## config.mk

```make
export PLATFORM = sky130hd
export DESIGN_NAME = channel_capture
export DESIGN_NICKNAME = d
export VERILOG_FILES = /design/src/rtl/channel_capture.sv
export SDC_FILE = /design/constraint.sdc
export NUM_CORES = 1
export LEC_CHECK = 0
export ABC_AREA = 1
export ABC_CLOCK_PERIOD_IN_PS = 2410
export BUFFER_PORTS_ARGS = -buffer_cell sky130_fd_sc_hd__buf_2
export CORE_ASPECT_RATIO = 0.8
export CORE_MARGIN = 1
export CORE_UTILIZATION = 50
export DETAILED_ROUTE_END_ITERATION = 10
export PLACE_DENSITY = 0.7
export SLEW_MARGIN = 5
export SYNTH_ARGS = -nofsm -noshare
export SYNTH_HDL_FRONTEND = slang
export SYNTH_SLANG_ARGS = --single-unit
```

## constraint.sdc

```tcl
create_clock -name clk -period 2.41 [get_ports clk]
set_input_delay 0.482 -clock clk [delete_from_list [all_inputs] [get_ports clk]]
set_output_delay 0.482 -clock clk [all_outputs]
set_load 0.02 [all_outputs]
```

## src/rtl/channel_capture.sv

```systemverilog
// channel_capture: samples one asynchronous logic channel at a programmable
// rate, waits for a trigger and fills a DATA_SIZE-sample buffer. The buffer is
// then handed to the display bus on a frame_sync pulse, so a frame always shows
// one complete capture.
module channel_capture #(
  parameter int DATA_SIZE = 256,
  parameter int DIV_WIDTH = 16
) (
  input  logic                 clk,
  input  logic                 rst,
  input  logic                 sig_in,
  input  logic [DIV_WIDTH-1:0] sample_div,
  input  logic [1:0]           trig_mode,
  input  logic                 arm,
  input  logic                 continuous,
  input  logic                 frame_sync,
  output logic [DATA_SIZE-1:0] data,
  output logic                 data_valid,
  output logic                 busy
);

  localparam int IDX_W = $clog2(DATA_SIZE);

  typedef enum logic [1:0] {
    IDLE      = 2'd0,
    WAIT_TRIG = 2'd1,
    CAPTURE   = 2'd2,
    DONE      = 2'd3
  } state_t;

  localparam logic [1:0] TRIG_FREE    = 2'b00;
  localparam logic [1:0] TRIG_RISING  = 2'b01;
  localparam logic [1:0] TRIG_FALLING = 2'b10;

  state_t               state;
  logic                 s_meta;
  logic                 s_sync;
  logic [DIV_WIDTH-1:0] div_q;
  logic [DIV_WIDTH-1:0] pre_cnt;
  logic                 prev;
  logic                 prev_valid;
  logic [IDX_W-1:0]     idx;
  logic [DATA_SIZE-1:0] cap_buf;
  logic                 strobe;
  logic                 trig_hit;

  // Two-flop synchroniser: everything downstream looks at s_sync only.
  always_ff @(posedge clk) begin
    // NOTE: registers are written with <= so every flop samples the values
    // that existed before the edge; with = the second stage would see the
    // first stage's new value and the synchroniser would collapse to one flop.
    if (rst) begin
      s_meta <= 1'b0;
      s_sync <= 1'b0;
    end else begin
      s_meta <= sig_in;
      s_sync <= s_meta;
    end
  end

  // Sample strobe: fires when the prescale counter reaches the latched divider.
  assign strobe = (pre_cnt == div_q);

  // Trigger decision for the current strobe; edge modes need a valid prev.
  always_comb begin
    // NOTE: default first so every path assigns trig_hit and no latch forms.
    trig_hit = 1'b0;
    case (trig_mode)
      TRIG_FREE:    trig_hit = 1'b1;
      TRIG_RISING:  trig_hit = prev_valid && !prev && s_sync;
      TRIG_FALLING: trig_hit = prev_valid && prev && !s_sync;
      default:      trig_hit = prev_valid && (prev != s_sync);
    endcase
  end

  // Capture FSM with registered display bus and busy flag.
  always_ff @(posedge clk) begin
    if (rst) begin
      state      <= IDLE;
      div_q      <= '0;
      pre_cnt    <= '0;
      prev       <= 1'b0;
      prev_valid <= 1'b0;
      idx        <= '0;
      // NOTE: the capture buffer is a plain register vector, not a RAM, so it
      // can be cleared here; an aborted capture then leaves nothing stale.
      cap_buf    <= '0;
      data       <= '0;
      data_valid <= 1'b0;
      busy       <= 1'b0;
    end else begin
      case (state)
        IDLE: begin
          // frame_sync is meaningless here; only arm is looked at.
          if (arm) begin
            state      <= WAIT_TRIG;
            busy       <= 1'b1;
            div_q      <= sample_div;
            pre_cnt    <= '0;
            prev_valid <= 1'b0;
          end
        end

        WAIT_TRIG: begin
          pre_cnt <= strobe ? '0 : pre_cnt + 1'b1;
          if (strobe) begin
            prev       <= s_sync;
            prev_valid <= 1'b1;
            if (trig_hit) begin
              cap_buf[0] <= s_sync;
              idx        <= IDX_W'(1);
              state      <= CAPTURE;
            end
          end
        end

        CAPTURE: begin
          pre_cnt <= strobe ? '0 : pre_cnt + 1'b1;
          if (strobe) begin
            cap_buf[idx] <= s_sync;
            idx          <= idx + 1'b1;
            // The last write ends the pass; idx wrapping to 0 is never used.
            if (idx == IDX_W'(DATA_SIZE - 1)) begin
              state <= DONE;
            end
          end
        end

        DONE: begin
          if (frame_sync) begin
            data       <= cap_buf;
            data_valid <= 1'b1;
            if (continuous) begin
              state      <= WAIT_TRIG;
              pre_cnt    <= '0;
              prev_valid <= 1'b0;
            end else begin
              state <= IDLE;
              busy  <= 1'b0;
            end
          end
        end

        default: begin
          state <= IDLE;
          busy  <= 1'b0;
        end
      endcase
    end
  end

endmodule

```

==> results list <==
- Across all register-to-register paths, the minimum setup slack is 0.17 ns.
- The slowest stage of the critical path is the dfxtp_1 cell.
- Detailed routing inserted a total of approximately 22,000 vias.
* Capture endpoint of the worst hold path: s_meta
* Kind of capture point of the worst setup path: register
- Once placement finished, the instance area stood at between 20,000 and 25,000 um2.
- Final Instance Count excl. Fillers: 4,103
- For this design the top-level I/O count stands at 282.
- After detailed routing, the number of vias per cell comes to 5.405.
- Count of synthesis-stage warnings from yosys: 0
- Number of max-cap violations: 0
* Top routing layer in use: met4
- Detailed Place HPWL: 42.80 mm
- Final clock skew: 0.01669 ns
* Worst Setup Path Type: reg -> reg
- The startpoint identified for the worst hold timing path is sig_in.
- At the end of routability-driven placement, the weighted congestion stood at 0.8979.
- The root buffer cell chosen for the clock tree is clkbuf_16.
- Chip height: 193.6 um
- Status: finished clean
* Vias in the first global route: 20,122
- Startpoint of the most critical register-to-register path: pre_cnt[12]
* Count of cell types in the netlist: 27
- Residual overflow from global routing: 0
* Global-route wire length before repair: 106.4 mm
- The initial antenna violation count was 0.
- The largest single stage delay on the critical path is 0.38 ns.
- VDD sags by at most approximately 0.56 mV.
- In the final routed layout, each cell accounts on average for 16.54 um.
- From synthesis to final layout, the design area changed by 17.12%.
- The die covers 46,770 um2.
- Starting DRC count in detailed routing: 2,272
* Startpoint class of the critical path: register
* Endpoints failing setup: 0
* Slew margin rel.: 25.12%
* Clock slew at reported path FFs: 0.06 ns
- The worst hold path belongs to the class in -> reg.
- The detailed router put a total of roughly 30 mm of wire on met1.
* Met2 Wirelength: 30.68 mm
- Worst Hold Margin: 0.1230 ns
* Final Core Density: 60.00%
- Crit path required time: between 2 and 3 ns
- Wire length reported by the detailed router: roughly 68 mm
* TritonCTS clock tree: yes
* Starting utilization of the core area: 51.23%
- Cell repeated most along the worst path: nand2_1
- The worst register-to-register path ends at cap_buf[47].
- Largest net degree at the start of global routing: roughly 150
* Sequential share of the synthesized area: 48.84%
* Final critical path time including I/O delays and setup: 2.239 ns
* Gate count after technology mapping: 3,291
- The worst path uses around 93% of the clock period.
* Combined area of all synthesized cells: around 23,000 um2
* Total leakage power: 9.947 nW
* CP arrival: 2.75 ns
- The clock drives 560 sinks.
* Total track usage: 27.84%
* Met3 layer wire length in the routed design: 4.939 mm
* Pins Over Slew Limit: 0
- Net count of the finished layout: 3,491
- Remaining DRCs: 0
* Die boundary width: roughly 240 um
* Areal power density over the cells: 865.0 nW/um2
- The number of nets in the synthesized netlist is roughly 3,300.
- The floorplan has 69 rows.
- Measured in cells, the most critical reg-to-reg path has a length of 13.
- In this run the deepest clock path goes through 3 buffers.
* Final count of hold timing violations: 0
- Cell family with the largest share of critical-path delay: simple AND/OR/NAND/NOR gates
* Core region area: 44,810 um2
* Clock latency of the later-clocked register in the worst-skew pair: just over 0.6 ns
- Of all nets on the critical path, the largest fanout is 37.
* Synthesis-stage register bit count: 560
* Quantity of I/O buffers inserted on ports: 281
- Final ANT Viol Nets: 0
* Synth Area per Inst: 6.975 um2
* Number of H-tree levels: 2
- In this run, placement finished with an instance count of approximately 4,000.
* Slew @ Worst Pin: 1.122 ns
* TritonCTS Buffers: 55
* Count of hold-fix buffers inserted at cts: 0
- Cells along the critical path: inv_1 > nand2_1 > nand2_1 > nor2_1 > nand2_1 > nor2_4 > nand2_2 > nor2_4 > buf_4 > buf_12 > buf_12 > nand3_1 > a21oi_1
- Total iterations of the first detailed-routing run: 6
- Post-Layout Inst Area: about 27,000 um2
- Fraction of layout cells with a size suffix above 1: 13.14%
* Number of antenna repair diodes: 0
* Achievable clock frequency: 446.6 MHz
* Setup TNS after final layout: 0 ns
* Worst Hold Path Cells: 3
- The number of buffers and inverters on the critical path is 4.
[worst min-delay path, cell delays in order]
cell and delay, ns:
buf_2 0.11, inv_1 0.05, nor2_1 0.04
[where the power goes]
group | internal (W) | switching, W | leakage (nW)
Clock | 0.00539 | 0.00368 | 0.954
Combinational | 0.00121 | 0.00275 | 4.47
Sequential | 0.00985 | 0.000363 | 4.52
Total | 0.0165 | 0.00679 | 9.95
[Yosys cell counts]
master | number | area share (%)
inv_2 | 4 | 0.065
nand2_1 | 625 | 10
buf_6 | 22 | 1.1
inv_1 | 109 | 1.8
or2_2 | 3 | 0.082
ha_1 | 9 | 0.49
o31ai_1 | 1 | 0.033
nor2_2 | 3 | 0.082
clkbuf_1 | 179 | 2.9
dfxtp_1 | 560 | 49
xnor2_1 | 1 | 0.038
buf_4 | 9 | 0.29
o211a_1 | 1 | 0.044
nand2_2 | 1 | 0.027
nor3_1 | 14 | 0.31
a21oi_1 | 297 | 6.5
a311oi_1 | 1 | 0.038
nor2_1 | 842 | 14
buf_1 | 5 | 0.082
buf_2 | 29 | 0.63
nand3_1 | 279 | 6.1
o21ai_0 | 284 | 6.2
nor3b_1 | 1 | 0.033
nand4_1 | 4 | 0.11
xor2_1 | 6 | 0.23
clkinv_1 | 1 | 0.016
a31oi_1 | 1 | 0.027
[placed cells by master (no fill, tap or decap), drive strengths merged]
cell,synthesis,final
o211a,1,1
nand2,626,626
nor3b,1,1
bufinv,0,7
nor3,14,14
xnor2,1,1
inv,113,115
ha,9,9
clkbuf,179,80
o21ai,284,284
or2,3,3
buf,65,350
xor2,6,6
o31ai,1,1
nand4,4,4
nand3,279,279
dfxtp,560,560
nor2,845,845
clkinv,1,15
a21oi,297,297
a311oi,1,1
a31oi,1,1
[state kept, by name, summed over array words and instances, names as in the netlist]
signal / count
idx: 8
s_meta: 1
data_valid: 1
prev: 1
div_q: 16
prev_valid: 1
cap_buf: 256
state: 2
s_sync: 1
busy: 1
data: 256
pre_cnt: 16
[layer usage]
layer  vias to the layer above  GRT usage, %
met5                         -             0
met4                         0         10.03
met2                       867         44.32
met1                     10284         38.56
li1                      10889             -
met3                       138         3.806
[how the worst max path moves through the flow]
stage | slack, ns | end | startpoint | depth (start not counted)
detailed placement | 0.15 | cap_buf[52] | pre_cnt[12] | 12
CTS | 0.12 | cap_buf[220] | pre_cnt[12] | 13
finish | 0.17 | cap_buf[47] | pre_cnt[12] | 13
floorplan | 0.62 | pre_cnt[2] | state[0] | 10
global route | -0.01 | cap_buf[52] | pre_cnt[12] | 13
global placement | 0.22 | cap_buf[68] | pre_cnt[12] | 13
[final cells by class]
cell class	count	area [um2]
repair buffers	354	2386
inverters	114	440.4
multi-input cells	2373	10180
fillers	4106	17920
well taps	603	754.5
flip-flops and latches	560	11210
clock buffers	76	1608
clock inverters	23	297.8
[through the flow]
step,total power [W],setup slack [ns]
floorplan,0.01286,0.6226
finish,0.02325,0.1710
global placement,0.01424,0.2151
detailed placement,0.01433,0.1500
CTS,0.02336,0.1236
global route,0.02421,-0.009617
[kinds of logic (layout without fill, tap and decap cells)]
group	after synthesis	count (layout)	synth area share, %
AO/OA/AOI/OAI	585	585	12.81
XOR/XNOR	7	7	0.2671
adder cells (fa/ha/maj)	9	9	0.4906
buffers and inverters	358	567	6.879
flip-flops	560	560	48.84
AND/OR/NAND/NOR	1772	1772	30.71
[timing repair]
| action | 4_1_cts | 5_1_grt |
|---|---|---|
| gates resized for setup | 0 | 2 |
| setup buffers | 0 | 3 |
| setup endpoints to repair | 0 | 96 |
(Power assumes the default switching activity.)
